$ cat config.mk
export PLATFORM = sky130hd
export DESIGN_NAME = viking_vmux_flat
export DESIGN_NICKNAME = d
export VERILOG_FILES = /design/src/rtl/viking_vmux_if.sv /design/src/rtl/viking_vmux.sv /design/src/flat_wrapper.sv
export SDC_FILE = /design/constraint.sdc
export NUM_CORES = 1
export LEC_CHECK = 0
export CORE_MARGIN = 2
export CORE_UTILIZATION = 33
export CTS_BUF_LIST = sky130_fd_sc_hd__clkbuf_2
export DETAILED_ROUTE_END_ITERATION = 8
export SLEW_MARGIN = 10
export SYNTH_ARGS = -nofsm -noshare
export SYNTH_HDL_FRONTEND = slang
export SYNTH_SLANG_ARGS = --single-unit
$ cat constraint.sdc
create_clock -name pclk -period 3.6 [get_ports pclk]
set_input_delay 1.08 -clock pclk [delete_from_list [all_inputs] [get_ports pclk]]
set_output_delay 1.08 -clock pclk [all_outputs]
set_load 0.02 [all_outputs]
$ cat src/rtl/viking_vmux_if.sv
// viking_vmux_if
//   Bundles the two video sources feeding the output selector and the
//   selected video leaving it.
//
//   Stream semantics: this is a free-running pixel stream. Every signal is
//   valid on every rising pclk edge. There is no valid/ready pair and no
//   backpressure, because a VGA monitor cannot stall.
//
//   Ports (slave = selector, master = whoever drives the sources):
//     viking_en               request Viking output (level)
//     st_hs, st_vs            shifter syncs, active low
//     st_r, st_g, st_b        shifter colour, 4 bits each
//     vk_hs, vk_vs            Viking syncs, active low
//     vk_r, vk_g, vk_b        Viking colour, 4 bits each
//     hs, vs                  selected syncs, active low
//     r, g, b                 selected colour
//     active                  Viking currently on the pins
//     sync_err                sticky Viking-vsync-lost flag
//     dbg_state               selector FSM state, for observation
interface viking_vmux_if;
  logic       viking_en;
  logic       st_hs;
  logic       st_vs;
  logic [3:0] st_r;
  logic [3:0] st_g;
  logic [3:0] st_b;
  logic       vk_hs;
  logic       vk_vs;
  logic [3:0] vk_r;
  logic [3:0] vk_g;
  logic [3:0] vk_b;
  logic       hs;
  logic       vs;
  logic [3:0] r;
  logic [3:0] g;
  logic [3:0] b;
  logic       active;
  logic       sync_err;
  logic [2:0] dbg_state;

  modport master (
    output viking_en, st_hs, st_vs, st_r, st_g, st_b,
           vk_hs, vk_vs, vk_r, vk_g, vk_b,
    input  hs, vs, r, g, b, active, sync_err, dbg_state
  );

  modport slave (
    input  viking_en, st_hs, st_vs, st_r, st_g, st_b,
           vk_hs, vk_vs, vk_r, vk_g, vk_b,
    output hs, vs, r, g, b, active, sync_err, dbg_state
  );
endinterface

$ cat src/rtl/viking_vmux.sv
// viking_vmux
//   Selects between shifter video and Viking mono video for the VGA pins.
//   The source is switched only at frame boundaries. RGB is forced black for
//   BLANK_FRAMES frames around each switch so the monitor can re-lock. If the
//   Viking vsync stops for TIMEOUT pclk cycles, the output falls back to the
//   shifter and the sticky sync_err flag is set.
//
//   Ports:
//     pclk    pixel clock, rising edge
//     reset   asynchronous, active-high reset
//     vif     viking_vmux_if.slave: source inputs, selected outputs, debug state
//
//   Pipeline: stage A registers every input. Stage B registers the output,
//   using the mux chosen by the current state. Both sources therefore have
//   the same 2-pclk latency.
module viking_vmux #(
  parameter int BLANK_FRAMES = 2,
  parameter int TIMEOUT      = 4194304
) (
  input logic          pclk,
  input logic          reset,
  viking_vmux_if.slave vif
);
  localparam int WD_W = $clog2(TIMEOUT) + 1;

  typedef enum logic [2:0] {
    S_ST       = 3'd0,
    S_WAIT_VK  = 3'd1,
    S_BLANK_VK = 3'd2,
    S_VK       = 3'd3,
    S_BLANK_ST = 3'd4
  } state_t;

  // Stage A
  logic        r_a_en;
  logic        r_a_st_hs, r_a_st_vs, r_a_vk_hs, r_a_vk_vs;
  logic [11:0] r_a_st_rgb, r_a_vk_rgb;
  logic        r_st_vs_hist, r_vk_vs_hist;

  // Control
  state_t          r_state, w_state_next;
  logic [3:0]      r_frames, w_frames_next;
  logic [WD_W-1:0] r_wd, w_wd_next;
  logic            r_sync_err, w_sync_err_next;
  logic            r_active;
  logic            w_st_fall, w_vk_fall, w_wd_hit, w_frames_last;

  // Stage B
  logic        r_hs, r_vs;
  logic [11:0] r_rgb;
  logic        w_hs, w_vs, w_use_vk;
  logic [11:0] w_rgb;

  always_ff @(posedge pclk or posedge reset) begin
    if (reset) begin
      r_a_en       <= 1'b0;
      r_a_st_hs    <= 1'b1;
      r_a_st_vs    <= 1'b1;
      r_a_vk_hs    <= 1'b1;
      r_a_vk_vs    <= 1'b1;
      r_a_st_rgb   <= '0;
      r_a_vk_rgb   <= '0;
      r_st_vs_hist <= 1'b1;
      r_vk_vs_hist <= 1'b1;
    end else begin
      r_a_en       <= vif.viking_en;
      r_a_st_hs    <= vif.st_hs;
      r_a_st_vs    <= vif.st_vs;
      r_a_vk_hs    <= vif.vk_hs;
      r_a_vk_vs    <= vif.vk_vs;
      r_a_st_rgb   <= {vif.st_r, vif.st_g, vif.st_b};
      r_a_vk_rgb   <= {vif.vk_r, vif.vk_g, vif.vk_b};
      r_st_vs_hist <= r_a_st_vs;
      r_vk_vs_hist <= r_a_vk_vs;
    end
  end

  // History resets high, so a vsync that is low at reset release does not
  // count as a frame edge.
  assign w_st_fall     = !r_a_st_vs && r_st_vs_hist;
  assign w_vk_fall     = !r_a_vk_vs && r_vk_vs_hist;
  assign w_frames_last = (r_frames == 4'(BLANK_FRAMES - 1));
  assign w_wd_hit      = (r_state inside {S_WAIT_VK, S_BLANK_VK, S_VK}) &&
                         (r_wd == WD_W'(TIMEOUT - 1));

  always_comb begin
    w_state_next    = r_state;
    w_frames_next   = r_frames;
    w_sync_err_next = r_sync_err;
    w_wd_next       = '0;
    case (r_state)
      S_ST: begin
        if (r_a_en && !r_sync_err) w_state_next = S_WAIT_VK;
      end
      S_WAIT_VK: begin
        if (!r_a_en) begin
          w_state_next = S_ST;
        end else if (w_vk_fall) begin
          w_state_next  = S_BLANK_VK;
          w_frames_next = '0;
        end
      end
      S_BLANK_VK: begin
        // A request drop beats a frame edge that would have finished the blank.
        if (!r_a_en) begin
          w_state_next  = S_BLANK_ST;
          w_frames_next = '0;
        end else if (w_vk_fall) begin
          if (w_frames_last) w_state_next = S_VK;
          else               w_frames_next = r_frames + 4'd1;
        end
      end
      S_VK: begin
        if (!r_a_en) begin
          w_state_next  = S_BLANK_ST;
          w_frames_next = '0;
        end
      end
      S_BLANK_ST: begin
        if (w_st_fall) begin
          if (w_frames_last) w_state_next = S_ST;
          else               w_frames_next = r_frames + 4'd1;
        end
      end
      default: w_state_next = S_ST;
    endcase

    // The watchdog overrides any same-cycle transition.
    if (w_wd_hit) begin
      w_state_next    = S_BLANK_ST;
      w_frames_next   = '0;
      w_sync_err_next = 1'b1;
    end
    if (!r_a_en) w_sync_err_next = 1'b0;

    // The watchdog only runs while staying inside the Viking-side states.
    // Entering S_WAIT_VK from S_ST therefore starts it at zero.
    if ((r_state inside {S_WAIT_VK, S_BLANK_VK, S_VK}) &&
        (w_state_next inside {S_WAIT_VK, S_BLANK_VK, S_VK}) && !w_vk_fall)
      w_wd_next = r_wd + 1'b1;
  end

  always_ff @(posedge pclk or posedge reset) begin
    if (reset) begin
      r_state    <= S_ST;
      r_frames   <= '0;
      r_wd       <= '0;
      r_sync_err <= 1'b0;
      r_active   <= 1'b0;
    end else begin
      r_state    <= w_state_next;
      r_frames   <= w_frames_next;
      r_wd       <= w_wd_next;
      r_sync_err <= w_sync_err_next;
      r_active   <= (w_state_next == S_VK);
    end
  end

  // The output mux follows the registered state. A state change therefore
  // reaches the pins one pclk after the edge that caused it.
  always_comb begin
    w_use_vk = (r_state == S_BLANK_VK) || (r_state == S_VK);
    w_hs     = w_use_vk ? r_a_vk_hs : r_a_st_hs;
    w_vs     = w_use_vk ? r_a_vk_vs : r_a_st_vs;
    w_rgb    = '0;
    if (r_state == S_ST)      w_rgb = r_a_st_rgb;
    else if (r_state == S_VK) w_rgb = r_a_vk_rgb;
  end

  always_ff @(posedge pclk or posedge reset) begin
    if (reset) begin
      r_hs  <= 1'b1;
      r_vs  <= 1'b1;
      r_rgb <= '0;
    end else begin
      r_hs  <= w_hs;
      r_vs  <= w_vs;
      r_rgb <= w_rgb;
    end
  end

  assign vif.hs        = r_hs;
  assign vif.vs        = r_vs;
  assign vif.r         = r_rgb[11:8];
  assign vif.g         = r_rgb[7:4];
  assign vif.b         = r_rgb[3:0];
  assign vif.active    = r_active;
  assign vif.sync_err  = r_sync_err;
  assign vif.dbg_state = r_state;
endmodule

$ cat src/flat_wrapper.sv
// flat-port wrapper written by rule: the top's interface ports become plain ports
module viking_vmux_flat 
#(
  parameter int BLANK_FRAMES = 2,
  parameter int TIMEOUT      = 4194304
)
  (pclk, reset, vif_viking_en, vif_st_hs, vif_st_vs, vif_st_r, vif_st_g, vif_st_b, vif_vk_hs, vif_vk_vs, vif_vk_r, vif_vk_g, vif_vk_b, vif_hs, vif_vs, vif_r, vif_g, vif_b, vif_active, vif_sync_err, vif_dbg_state);
  viking_vmux_if vif_i ();
  input logic pclk;
  input logic reset;
  input wire logic [$bits(vif_i.viking_en)-1:0] vif_viking_en;
  input wire logic [$bits(vif_i.st_hs)-1:0] vif_st_hs;
  input wire logic [$bits(vif_i.st_vs)-1:0] vif_st_vs;
  input wire logic [$bits(vif_i.st_r)-1:0] vif_st_r;
  input wire logic [$bits(vif_i.st_g)-1:0] vif_st_g;
  input wire logic [$bits(vif_i.st_b)-1:0] vif_st_b;
  input wire logic [$bits(vif_i.vk_hs)-1:0] vif_vk_hs;
  input wire logic [$bits(vif_i.vk_vs)-1:0] vif_vk_vs;
  input wire logic [$bits(vif_i.vk_r)-1:0] vif_vk_r;
  input wire logic [$bits(vif_i.vk_g)-1:0] vif_vk_g;
  input wire logic [$bits(vif_i.vk_b)-1:0] vif_vk_b;
  output wire logic [$bits(vif_i.hs)-1:0] vif_hs;
  output wire logic [$bits(vif_i.vs)-1:0] vif_vs;
  output wire logic [$bits(vif_i.r)-1:0] vif_r;
  output wire logic [$bits(vif_i.g)-1:0] vif_g;
  output wire logic [$bits(vif_i.b)-1:0] vif_b;
  output wire logic [$bits(vif_i.active)-1:0] vif_active;
  output wire logic [$bits(vif_i.sync_err)-1:0] vif_sync_err;
  output wire logic [$bits(vif_i.dbg_state)-1:0] vif_dbg_state;
  assign vif_i.viking_en = vif_viking_en;
  assign vif_i.st_hs = vif_st_hs;
  assign vif_i.st_vs = vif_st_vs;
  assign vif_i.st_r = vif_st_r;
  assign vif_i.st_g = vif_st_g;
  assign vif_i.st_b = vif_st_b;
  assign vif_i.vk_hs = vif_vk_hs;
  assign vif_i.vk_vs = vif_vk_vs;
  assign vif_i.vk_r = vif_vk_r;
  assign vif_i.vk_g = vif_vk_g;
  assign vif_i.vk_b = vif_vk_b;
  assign vif_hs = vif_i.hs;
  assign vif_vs = vif_i.vs;
  assign vif_r = vif_i.r;
  assign vif_g = vif_i.g;
  assign vif_b = vif_i.b;
  assign vif_active = vif_i.active;
  assign vif_sync_err = vif_i.sync_err;
  assign vif_dbg_state = vif_i.dbg_state;
  viking_vmux #(.BLANK_FRAMES(BLANK_FRAMES), .TIMEOUT(TIMEOUT)) u_core (.pclk(pclk), .reset(reset), .vif(vif_i));
endmodule
==> qor.csv, run 1 <==
stage,metric,value,unit
yosys,ys_ff_latch,77,
routing,drc_errors,0,
routing,detail_route.first_pass.iterations,4,
timing,fin_crit,3120,ps
timing,worst_pin_slew,673,ps
layout,multi_input_area,1040,um^2
clocking,cts.clk_slew.worst_paths,230,ps
worst_setup_path,cp-startpoint,u_core.vif.dbg_state[2]$_DFF_PP0_,
worst_setup_path,start_kind,flip-flop,
power,switchingPower,0.000519,W
floorplan,die_x,100,um
yosys,synth.cell_area,3060,um^2
floorplan,dieArea,10100,um^2
place,dpl.hpwl,3.79,mm
timing,fin_crit_sh,86.8,%
clocking,root_buffer,clkbuf_2,
min_path,hp-class,flip-flop to flip-flop,
worst_setup_path,reg2reg_slack,1360,ps
flow_run,cap_viol_max_count,0,
place,finalWeightedCongestion,0.841,
worst_setup_path,ff2ff_path_depth,6,
worst_setup_path,endpoint_kind,primary output,
worst_setup_path,critical_path_cell_count,1,
clocking,numCtsBuffers,9,
routing,viasPerCell,4.73,
floorplan,row_count,35,
power,intPower,0.00124,W
power,clock_power_share,27.8,%
worst_setup_path,required,2520,ps
yosys,synthCells,256,
clocking,hold_buffers,0,
timing,hold_viol,0,
timing,relSlewSlack,55.1,%
routing,drtAntennaViolNets,0,
layout,nFillCells,887,
worst_setup_path,cp_num_buf_inv,1,
layout,seqCellArea,1940,um^2
grt,grt_max_degree,52,
grt,grt_pass1_wl,9.25,mm
run_status,outcome,completed,
power,p_leak,1.65,nW
worst_setup_path,crit_fanout,21,
min_path,hp-start,u_core.r_a_vk_vs$_DFF_PP1_,
grt,grt_antenna_before_repair,0,
clocking,cts_tree,done,
grt,grt_util_all_layers,11.9,%
power,power.density,463,nW/um^2
power,combPwrFrac,16.9,%
layout,layout-drive-gt1-share,11.7,%
timing,clock.fmax,320,MHz
clocking,clk_path_buf_depth,2,
routing,wl_per_cell,12.8,um
clocking,cts_max_level,3,
timing,tns,0,ps
routing,finalWirelength,5.45,mm
layout,design_area,3790,um^2
worst_setup_path,worstSetupPathType,flip-flop to primary output,
yosys,yosysUniqueCellTypes,44,
place,place_area,3670,um^2
floorplan,chipHeight,100,um
yosys,syn_avg_cell_area,11.9,um^2
worst_setup_path,regToRegEndpoint,u_core.r_wd[8]$_DFF_PP0_,
timing,fin_worst_skew,17.3,ps
worst_setup_path,critPathSlowestCell,dfrtp_1,
power,ir_drop,0.249,mV
power,p_seq_share,55.3,%
timing,rsz0062_at_grt,false,
worst_setup_path,max_stage_delay,820,ps
clocking,cts_resized,0,
grt,grt_pass1_vias,1951,
layout,area_delta_synth_final,24.0,%
worst_setup_path,crit_chain,clkdlybuf4s50_1,
yosys,syn_nets,290,
floorplan,initial_utilization,33.6,%
timing,setup_viol,0,
routing,dr_total_vias,2013,
floorplan,core-area,9110,um^2
clocking,worstSkewPairLatency,500,ps
worst_setup_path,cp-endpoint,vif_dbg_state[2],
yosys,seq_area_frac_synth,63.3,%
place,portBuffers,49,
clocking,postCtsSetupBuffers,0,
timing,drv_slew,0,
floorplan,ioPinCount,50,
clocking,clkSinkCount,77,
power,sw_frac_of_total,29.6,%
grt,gr-total-overflow,0,
worst_setup_path,critPathTopFamily,flip-flops,
yosys,yosysWarnings,0,
layout,final_nets,344,
worst_setup_path,cp.arrival,2040,ps
worst_setup_path,r2r-start,u_core.vif.dbg_state[1]$_DFF_PP0_,
routing,drt_iter0_drc,78,
layout,diodes,0,
layer usage:
layer	vias to the layer above	wire length, um	global-route usage [%]
met3	4	215	2.30
li1	996	-	-
met2	48	2490	17.2
met4	0	56	6.64
met5	-	0	0
met1	965	2690	16.7
layout by cell type (no fill, tap or decap), types with 2 or more instances in the layout:
cell             Yosys  final
a21oi_1              9      9
a22oi_1             13     13
a31oi_1              2      2
and3_1               5      5
and4_1               3      3
clkbuf_2             0      9
clkdlybuf4s50_1      0     49
dfrtp_1             69     69
dfstp_2              8      8
ha_1                 3      3
inv_1                9      8
inv_6                0      4
mux2_2               2      2
mux2i_1              3      3
nand2_1             10     10
nand3_1             12     12
nand3_2              2      2
nand3b_1             2      2
nor2_1              48     48
nor2b_1              2      2
o21ai_0              4      4
o31ai_1              2      2
o32ai_1              2      2
xnor2_1              6      6
xor2_1              13     13
Yosys cell counts (all sizes together):
master	number	share of area, %
a211o	1	0.29
a211oi	1	0.25
a21oi	9	1.5
a221o	1	0.33
a22oi	13	3.2
a31oi	2	0.41
and2	1	0.20
and3	5	1.0
and3b	1	0.29
and4	3	0.86
buf	3	0.90
clkbuf	5	0.61
dfrtp	69	56
dfstp	8	6.9
ha	3	1.2
inv	9	1.1
mux2	2	0.74
mux2i	3	0.98
nand2	10	1.2
nand2b	1	0.20
nand3	15	3.2
nand3b	2	0.49
nand4	2	0.61
nor2	48	5.9
nor2b	2	0.41
nor4	2	1.1
nor4b	1	0.49
nor4bb	1	0.33
o2111a	1	0.37
o211ai	1	0.25
o21a	1	0.25
o21ai	4	0.65
o311ai	1	0.29
o31ai	2	0.49
o32ai	2	0.57
o41ai	1	0.29
or3b	1	0.29
xnor2	6	1.7
xor2	13	3.7
logic make-up (layout without fill, tap and decap cells):
group	Yosys count	after routing	share of synthesized area, %
AOI/OAI and AO/OA	40	40	9.08
xor gates and xnor gates	19	19	5.44
adders and majority gates	3	3	1.23
buffers and inverters	17	76	2.62
DFF	77	77	63.3
muxes	5	5	1.72
and+or+nand+nor	95	95	16.6
state kept, by name (all words and copies together), names as in the netlist, 3 cells and up:
| signal | flops |
|---|---|
| u_core.r_wd | 23 |
| u_core.r_a_st_rgb | 12 |
| u_core.r_a_vk_rgb | 12 |
| u_core.r_rgb | 12 |
| u_core.r_frames | 4 |
| u_core.vif.dbg_state | 3 |
power by group through the flow:
stage	sequential, W	combinational, W	clock [W]
6_report	0.000971	0.000296	0.000488
5_1_grt	0.000980	0.000327	0.000549
4_1_cts	0.000973	0.000302	0.000512
3_5_place_dp	0.000987	0.000301	0
3_3_place_gp	0.000987	0.000299	0
2_1_floorplan	0.00101	0.000141	0
cell type report:
class / instances / area share (%)
clock inverters: 7 / 2.05
multi-input cells: 162 / 27.5
flip-flops and latches: 77 / 51.1
well taps: 111 / 3.66
inverters: 9 / 0.891
repair buffers: 51 / 13.7
clock buffers: 9 / 1.19
worst min path at each step:
stage,cells after the start,slack [ps],end
after floorplan,0,370,u_core.r_st_vs_hist$_DFF_PP1_
after global placement,0,380,u_core.r_vk_vs_hist$_DFF_PP1_
after detailed placement,0,380,u_core.r_vk_vs_hist$_DFF_PP1_
after CTS,0,410,u_core.r_vk_vs_hist$_DFF_PP1_
after global routing,0,420,u_core.r_vk_vs_hist$_DFF_PP1_
final,0,410,u_core.r_vk_vs_hist$_DFF_PP1_
stage by stage:
| stage | setup slack, ps | power, W | std cells | util [%] | hold WS [ps] |
|---|---|---|---|---|---|
| floorplan | 567 | 0.00115 | 256 | - | 368 |
| global placement | 1010 | 0.00129 | 410 | 40.3 | 378 |
| detailed placement | 988 | 0.00129 | 410 | 40.3 | 383 |
| CTS | 373 | 0.00179 | 426 | 41.6 | 411 |
| global route | 312 | 0.00186 | 426 | 41.6 | 419 |
| finish | 476 | 0.00176 | 426 | 41.6 | 407 |
(Power assumes the default switching activity.)
==> inputs of run 2 (changes only) <==
==> constraint.sdc (replaced) <==
create_clock -name pclk -period 3.2 [get_ports pclk]
set_input_delay 0.96 -clock pclk [delete_from_list [all_inputs] [get_ports pclk]]
set_output_delay 0.96 -clock pclk [all_outputs]
set_load 0.02 [all_outputs]
==> qor.csv, run 2 (same netlist as run 1, synthesis figures left out) <==
stage,metric,value,unit,change
place,dpl.hpwl,3.88,mm,+2.3%
flow_run,cap_viol_max_count,0,,unchanged
power,power.density,536,nW/um^2,+16%
place,place_ws,950,ps,-37.9 ps
grt,grt_pass1_vias,2081,,+6.7%
worst_setup_path,worstSetupPathType,flip-flop to primary output,,
routing,viasPerCell,4.82,,+2.1%
routing,wl_per_cell,13.3,um,+4.0%
layout,diodes,0,,unchanged
layout,layout-drive-gt1-share,12.6,%,+0.83 points
worst_setup_path,required,2240,ps,-280 ps
power,switchingPower,0.000584,W,+13%
timing,clock.fmax,349,MHz,
power,combPwrFrac,17.2,%,+0.3 points
timing,worst_pin_slew,613,ps,-60.7 ps
worst_setup_path,cp-startpoint,u_core.vif.dbg_state[1]$_DFF_PP0_,,
power,ir_drop,0.308,mV,+23%
power,intPower,0.00147,W,+19%
clocking,hold_buffers,0,,unchanged
routing,detail_route.first_pass.iterations,4,,unchanged
floorplan,ioPinCount,50,,unchanged
clocking,root_buffer,clkbuf_2,,
layout,largest-register,u_core.r_wd,,
clocking,postCtsSetupBuffers,0,,unchanged
worst_setup_path,reg2reg_slack,940,ps,-420 ps
worst_setup_path,cp-endpoint,vif_dbg_state[1],,
worst_setup_path,cp_num_buf_inv,1,,unchanged
floorplan,chipHeight,100,um,unchanged
timing,relSlewSlack,58.8,%,+3.7 points
routing,drtAntennaViolNets,0,,unchanged
timing,fin_crit_sh,89.7,%,
min_path,hp-class,flip-flop to flip-flop,,
layout,final_cell_mix,"69 x dfrtp_1, 49 x clkdlybuf4s50_1, 48 x nor2_1, 13 x a22oi_1, 13 x xor2_1",,
timing,tns,0,ps,unchanged
worst_setup_path,critPathSlowestCell,clkdlybuf4s50_1,,
worst_setup_path,max_stage_delay,700,ps,-120 ps
grt,grt_pass1_wl,9.79,mm,+5.9%
power,p_seq_share,52.6,%,-2.7 points
worst_setup_path,crit_chain,clkdlybuf4s50_1,,
grt,grt_util_all_layers,12.5,%,+0.66 points
worst_setup_path,regToRegEndpoint,u_core.r_wd[17]$_DFF_PP0_,,
floorplan,initial_utilization,33.6,%,unchanged
layout,nFillCells,888,,+0.11%
floorplan,die_x,100,um,unchanged
routing,drt_iter0_drc,106,,+36%
layout,area_delta_synth_final,25.4,%,
timing,hold_viol,0,,unchanged
timing,fin_crit,2870,ps,
grt,gr-total-overflow,0,,unchanged
grt,grt_antenna_before_repair,0,,unchanged
routing,finalWirelength,5.71,mm,+4.7%
clocking,worstSkewPairLatency,530,ps,+30 ps
layout,final_nets,347,,+0.87%
worst_setup_path,critical_path_cell_count,1,,unchanged
clocking,cts.clk_slew.worst_paths,230,ps,about the same
power,clock_power_share,30.2,%,+2.4 points
worst_setup_path,r2r-start,u_core.vif.dbg_state[1]$_DFF_PP0_,,
floorplan,row_count,35,,unchanged
clocking,cts_resized,0,,unchanged
run_status,outcome,completed,,
place,finalWeightedCongestion,0.904,,+7.5%
clocking,cts_max_level,3,,unchanged
timing,setup_viol,0,,unchanged
grt,grt_max_degree,33,,-37%
timing,drv_slew,0,,unchanged
worst_setup_path,endpoint_kind,primary output,,
routing,drc_errors,0,,unchanged
power,p_leak,1.68,nW,+1.5%
worst_setup_path,start_kind,flip-flop,,
worst_setup_path,crit_fanout,17,,-19%
floorplan,dieArea,10100,um^2,unchanged
clocking,cts_tree,done,,
worst_setup_path,cp.arrival,1910,ps,-130 ps
worst_setup_path,critPathTopFamily,buffers and inverters,,
timing,rsz0062_at_grt,false,,
worst_setup_path,ff2ff_path_depth,6,,unchanged
place,portBuffers,49,,unchanged
clocking,numCtsBuffers,9,,unchanged
clocking,clkSinkCount,77,,unchanged
clocking,clk_path_buf_depth,2,,unchanged
timing,worst_slack,331,ps,-145 ps
layout,layout_commonest_cell,dfrtp_1,,
power,sw_frac_of_total,28.4,%,-1.1 points
timing,fin_worst_skew,31.5,ps,+14.1 ps
floorplan,core-area,9110,um^2,unchanged
layout,largest_reg_flops,23,,unchanged
routing,dr_total_vias,2069,,+2.8%
[run 2: changes by cell type in the layout (fill, tap and decap cells not counted)]
cell,delta
clkinv_4,+1
bufinv_16,+1
clkinv_2,-1
inv_6,-2
clkbuf_2,+1
buf_4,+3
[run 2: final cells by class]
type / instances / area, um^2 / area share [%]
sequential: 77 / 1940 / 50.5
multi-input combinational: 162 / 1040 / 27.2
timing repair buffer: 54 / 541 / 14.1
tap: 111 / 139 / 3.62
clock inverter: 6 / 93.8 / 2.45
clock buffer: 10 / 50.0 / 1.30
inverter: 9 / 33.8 / 0.881
[run 2: how the worst min path moves through the flow]
stage | slack, ps | start | to | depth (start not counted)
detailed placement | 380 | u_core.r_a_vk_vs$_DFF_PP1_ | u_core.r_vk_vs_hist$_DFF_PP1_ | 0
CTS | 410 | u_core.r_a_vk_vs$_DFF_PP1_ | u_core.r_vk_vs_hist$_DFF_PP1_ | 0
floorplan | 370 | u_core.r_a_st_vs$_DFF_PP1_ | u_core.r_st_vs_hist$_DFF_PP1_ | 0
global placement | 380 | u_core.r_a_vk_vs$_DFF_PP1_ | u_core.r_vk_vs_hist$_DFF_PP1_ | 0
finish | 410 | u_core.r_a_vk_vs$_DFF_PP1_ | u_core.r_vk_vs_hist$_DFF_PP1_ | 0
global route | 420 | u_core.r_a_vk_vs$_DFF_PP1_ | u_core.r_vk_vs_hist$_DFF_PP1_ | 0
[run 2: power groups by stage]
| stage | registers (W) | logic (W) | clock network (W) |
|---|---|---|---|
| 2_1_floorplan | 0.00113 | 0.000158 | 0 |
| 3_3_place_gp | 0.00110 | 0.000354 | 0 |
| 3_5_place_dp | 0.00110 | 0.000357 | 0 |
| 4_1_cts | 0.00108 | 0.000359 | 0.000646 |
| 5_1_grt | 0.00109 | 0.000389 | 0.000686 |
| 6_report | 0.00108 | 0.000354 | 0.000621 |
[run 2: layer usage]
layer	part of all wire [%]	track usage, %	vias to the layer above	routed length, um
met5	0	0	-	0
met4	2.5	6.95	0	140
met3	4.3	2.86	13	244
met2	45	18.8	51	2550
met1	49	16.8	1002	2770
li1	-	-	1003	-
[run 2: metrics by stage]
stage	instance area, um^2	std cells	hold slack (ps)	util (%)	power [W]
floorplan	3060	256	368	-	0.00129
global placement	3690	413	380	40.5	0.00145
detailed placement	3690	413	382	40.5	0.00146
CTS	3840	429	410	42.1	0.00209
global route	3840	429	419	42.1	0.00217
finish	3840	429	408	42.1	0.00206
==> inputs of run 3 (changes only) <==
--- a/config.mk
+++ b/config.mk
@@ -9,6 +9,8 @@
 export CORE_UTILIZATION = 33
 export CTS_BUF_LIST = sky130_fd_sc_hd__clkbuf_2
 export DETAILED_ROUTE_END_ITERATION = 8
+export PLACE_DENSITY_LB_ADDON = 0.25
+export REMOVE_ABC_BUFFERS = 1
 export SLEW_MARGIN = 10
 export SYNTH_ARGS = -nofsm -noshare
 export SYNTH_HDL_FRONTEND = slang
==> qor.csv, run 3 (same netlist as run 1, synthesis figures left out) <==
stage,metric,value,unit,change
run_status,outcome,completed,,
timing,fin_crit_sh,89.1,%,-0.57 points
floorplan,initial_utilization,33.6,%,unchanged
layout,layout-drive-gt1-share,12.0,%,-0.55 points
grt,top_usage_layer,met2,,
floorplan,row_count,35,,unchanged
routing,viasPerCell,4.84,,+0.32%
place,dp.cells,411,,-0.48%
floorplan,die_x,100,um,unchanged
place,portBuffers,49,,unchanged
flow_run,cap_viol_max_count,0,,unchanged
layout,layout_commonest_cell,dfrtp_1,,
worst_setup_path,crit_fanout,17,,unchanged
clocking,cts_tree,done,,
routing,drt_iter0_drc,91,,-14%
grt,grtUsageMet2,21.3,%,+2.5 points
timing,clock.fmax,351,MHz,+0.64%
clocking,clk_path_buf_depth,2,,unchanged
routing,detail_route.first_pass.iterations,4,,unchanged
worst_setup_path,ff2ff_path_depth,5,,-1
worst_setup_path,endpoint_kind,primary output,,
grt,use_met3,4.87,%,+2.0 points
layout,multi_input_area,1040,um^2,unchanged
worst_setup_path,worstSetupPathType,flip-flop to primary output,,
clocking,clkSinkCount,77,,unchanged
clocking,cts_resized,0,,unchanged
power,power.density,508,nW/um^2,-5.2%
timing,setup_viol,0,,unchanged
worst_setup_path,critical_path_cell_count,1,,unchanged
floorplan,dieArea,10100,um^2,unchanged
worst_setup_path,crit_chain,clkdlybuf4s50_1,,
routing,finalWirelength,5.96,mm,+4.5%
worst_setup_path,cp_num_buf_inv,1,,unchanged
grt,grt_util_all_layers,12.8,%,+0.28 points
clocking,worstSkewPairLatency,520,ps,about the same
clocking,root_buffer,clkbuf_2,,
place,dpl.hpwl,3.91,mm,+0.90%
worst_setup_path,critPathTopFamily,buffers and inverters,,
layout,final_cell_mix,"69 x dfrtp_1, 49 x clkdlybuf4s50_1, 48 x nor2_1, 13 x a22oi_1, 13 x xor2_1",,
grt,grt_pass1_wl,10.0,mm,+2.2%
grt,grt_antenna_before_repair,0,,unchanged
worst_setup_path,required,2240,ps,about the same
timing,hold_viol,0,,unchanged
timing,tns,0,ps,unchanged
timing,drv_slew,0,,unchanged
layout,area_delta_synth_final,23.6,%,
layout,utilization,41.5,%,-0.62 points
power,p_seq_share,56.1,%,+3.5 points
power,switchingPower,0.000605,W,+3.6%
timing,fin_worst_skew,28.3,ps,-3.19 ps
layout,nFillCells,876,,-1.4%
clocking,postCtsSetupBuffers,0,,unchanged
clocking,hold_buffers,0,,unchanged
power,sw_frac_of_total,31.5,%,+3.1 points
clocking,cts.clk_slew.worst_paths,220,ps,about the same
grt,use_met1,15.7,%,-1.1 points
place,finalWeightedCongestion,0.795,,-12%
routing,wl_per_cell,14.0,um,+5.0%
grt,grt_max_degree,78,,+140%
min_path,hp-class,flip-flop to flip-flop,,
power,clock_power_share,25.3,%,-4.9 points
min_path,hold_depth,0,,unchanged
worst_setup_path,critPathSlowestCell,clkdlybuf4s50_1,,
clocking,numCtsBuffers,9,,unchanged
worst_setup_path,start_kind,flip-flop,,
routing,dr_total_vias,2066,,-0.14%
power,p_leak,1.65,nW,-1.9%
power,ir_drop,0.216,mV,-30%
worst_setup_path,max_stage_delay,700,ps,about the same
layout,diodes,0,,unchanged
grt,gr-total-overflow,0,,unchanged
worst_setup_path,cp.arrival,1890,ps,-20 ps
timing,fin_crit,2850,ps,-18.2 ps
power,intPower,0.00132,W,-11%
layout,seqCellArea,1940,um^2,unchanged
floorplan,core-area,9110,um^2,unchanged
routing,drc_errors,0,,unchanged
layout,final_nets,345,,-0.58%
timing,relSlewSlack,59.6,%,+0.74 points
floorplan,chipHeight,100,um,unchanged
layout,fin_cells,427,,-0.47%
layout,largest_reg_flops,23,,unchanged
layout,largest-register,u_core.r_wd,,
floorplan,ioPinCount,50,,unchanged
grt,grt_pass1_vias,2037,,-2.1%
power,combPwrFrac,18.5,%,+1.3 points
timing,worst_pin_slew,602,ps,-11.0 ps
timing,rsz0062_at_grt,false,,
routing,drtAntennaViolNets,0,,unchanged
clocking,cts_max_level,3,,unchanged
-- run 3: cell count changes in the layout (fill, tap and decap cells not counted) --
| cell | change |
|---|---|
| inv_8 | +1 |
| clkinvlp_4 | +1 |
| clkinv_2 | +1 |
| clkbuf_2 | -1 |
| buf_4 | -2 |
| bufinv_16 | -2 |
-- run 3: area by class of cell --
cell class,instances,share of cell area [%]
Clock buffer,9,1.19
Inverter,9,0.894
Multi-Input combinational cell,162,27.6
Sequential cell,77,51.2
Timing Repair Buffer,52,13.9
Tap cell,111,3.67
Clock inverter,7,1.52
-- run 3: final timing paths --
path | slack (ps) | to | startpoint
min in group asynchronous | 790 | u_core.r_a_st_rgb[11]$_DFF_PP0_ | reset
max in group asynchronous | 2040 | u_core.r_a_st_vs$_DFF_PP1_ | reset
min reg2reg | 410 | u_core.r_st_vs_hist$_DFF_PP1_ | u_core.r_a_st_vs$_DFF_PP1_
max reg2reg | 1020 | u_core.r_wd[17]$_DFF_PP0_ | u_core.vif.dbg_state[1]$_DFF_PP0_
max | 350 | vif_dbg_state[1] | u_core.vif.dbg_state[1]$_DFF_PP0_
min | 410 | u_core.r_st_vs_hist$_DFF_PP1_ | u_core.r_a_st_vs$_DFF_PP1_
-- run 3: through the flow --
step	instance area [um^2]	power [W]	hold slack [ps]	worst slack, ps
3_5_place_dp	3680	0.00146	384	948
2_1_floorplan	3010	0.00128	368	287
6_report	3780	0.00192	409	349
4_1_cts	3780	0.00196	410	310
3_3_place_gp	3680	0.00145	384	978
5_1_grt	3780	0.00203	420	202
-- run 3: power by group through the flow --
stage	registers (W)	clock network (W)	logic (W)
2_1_floorplan	0.00115	0	0.000133
3_3_place_gp	0.00109	0	0.000358
3_5_place_dp	0.00110	0	0.000362
4_1_cts	0.00108	0.000516	0.000364
5_1_grt	0.00109	0.000553	0.000390
6_report	0.00108	0.000487	0.000356
-- run 3: routing by layer --
metal / wire length [um] / part of all wire, %
met4: 44 / 0.74
met5: 0 / 0
met2: 3050 / 51
met1: 2650 / 44
met3: 216 / 3.6
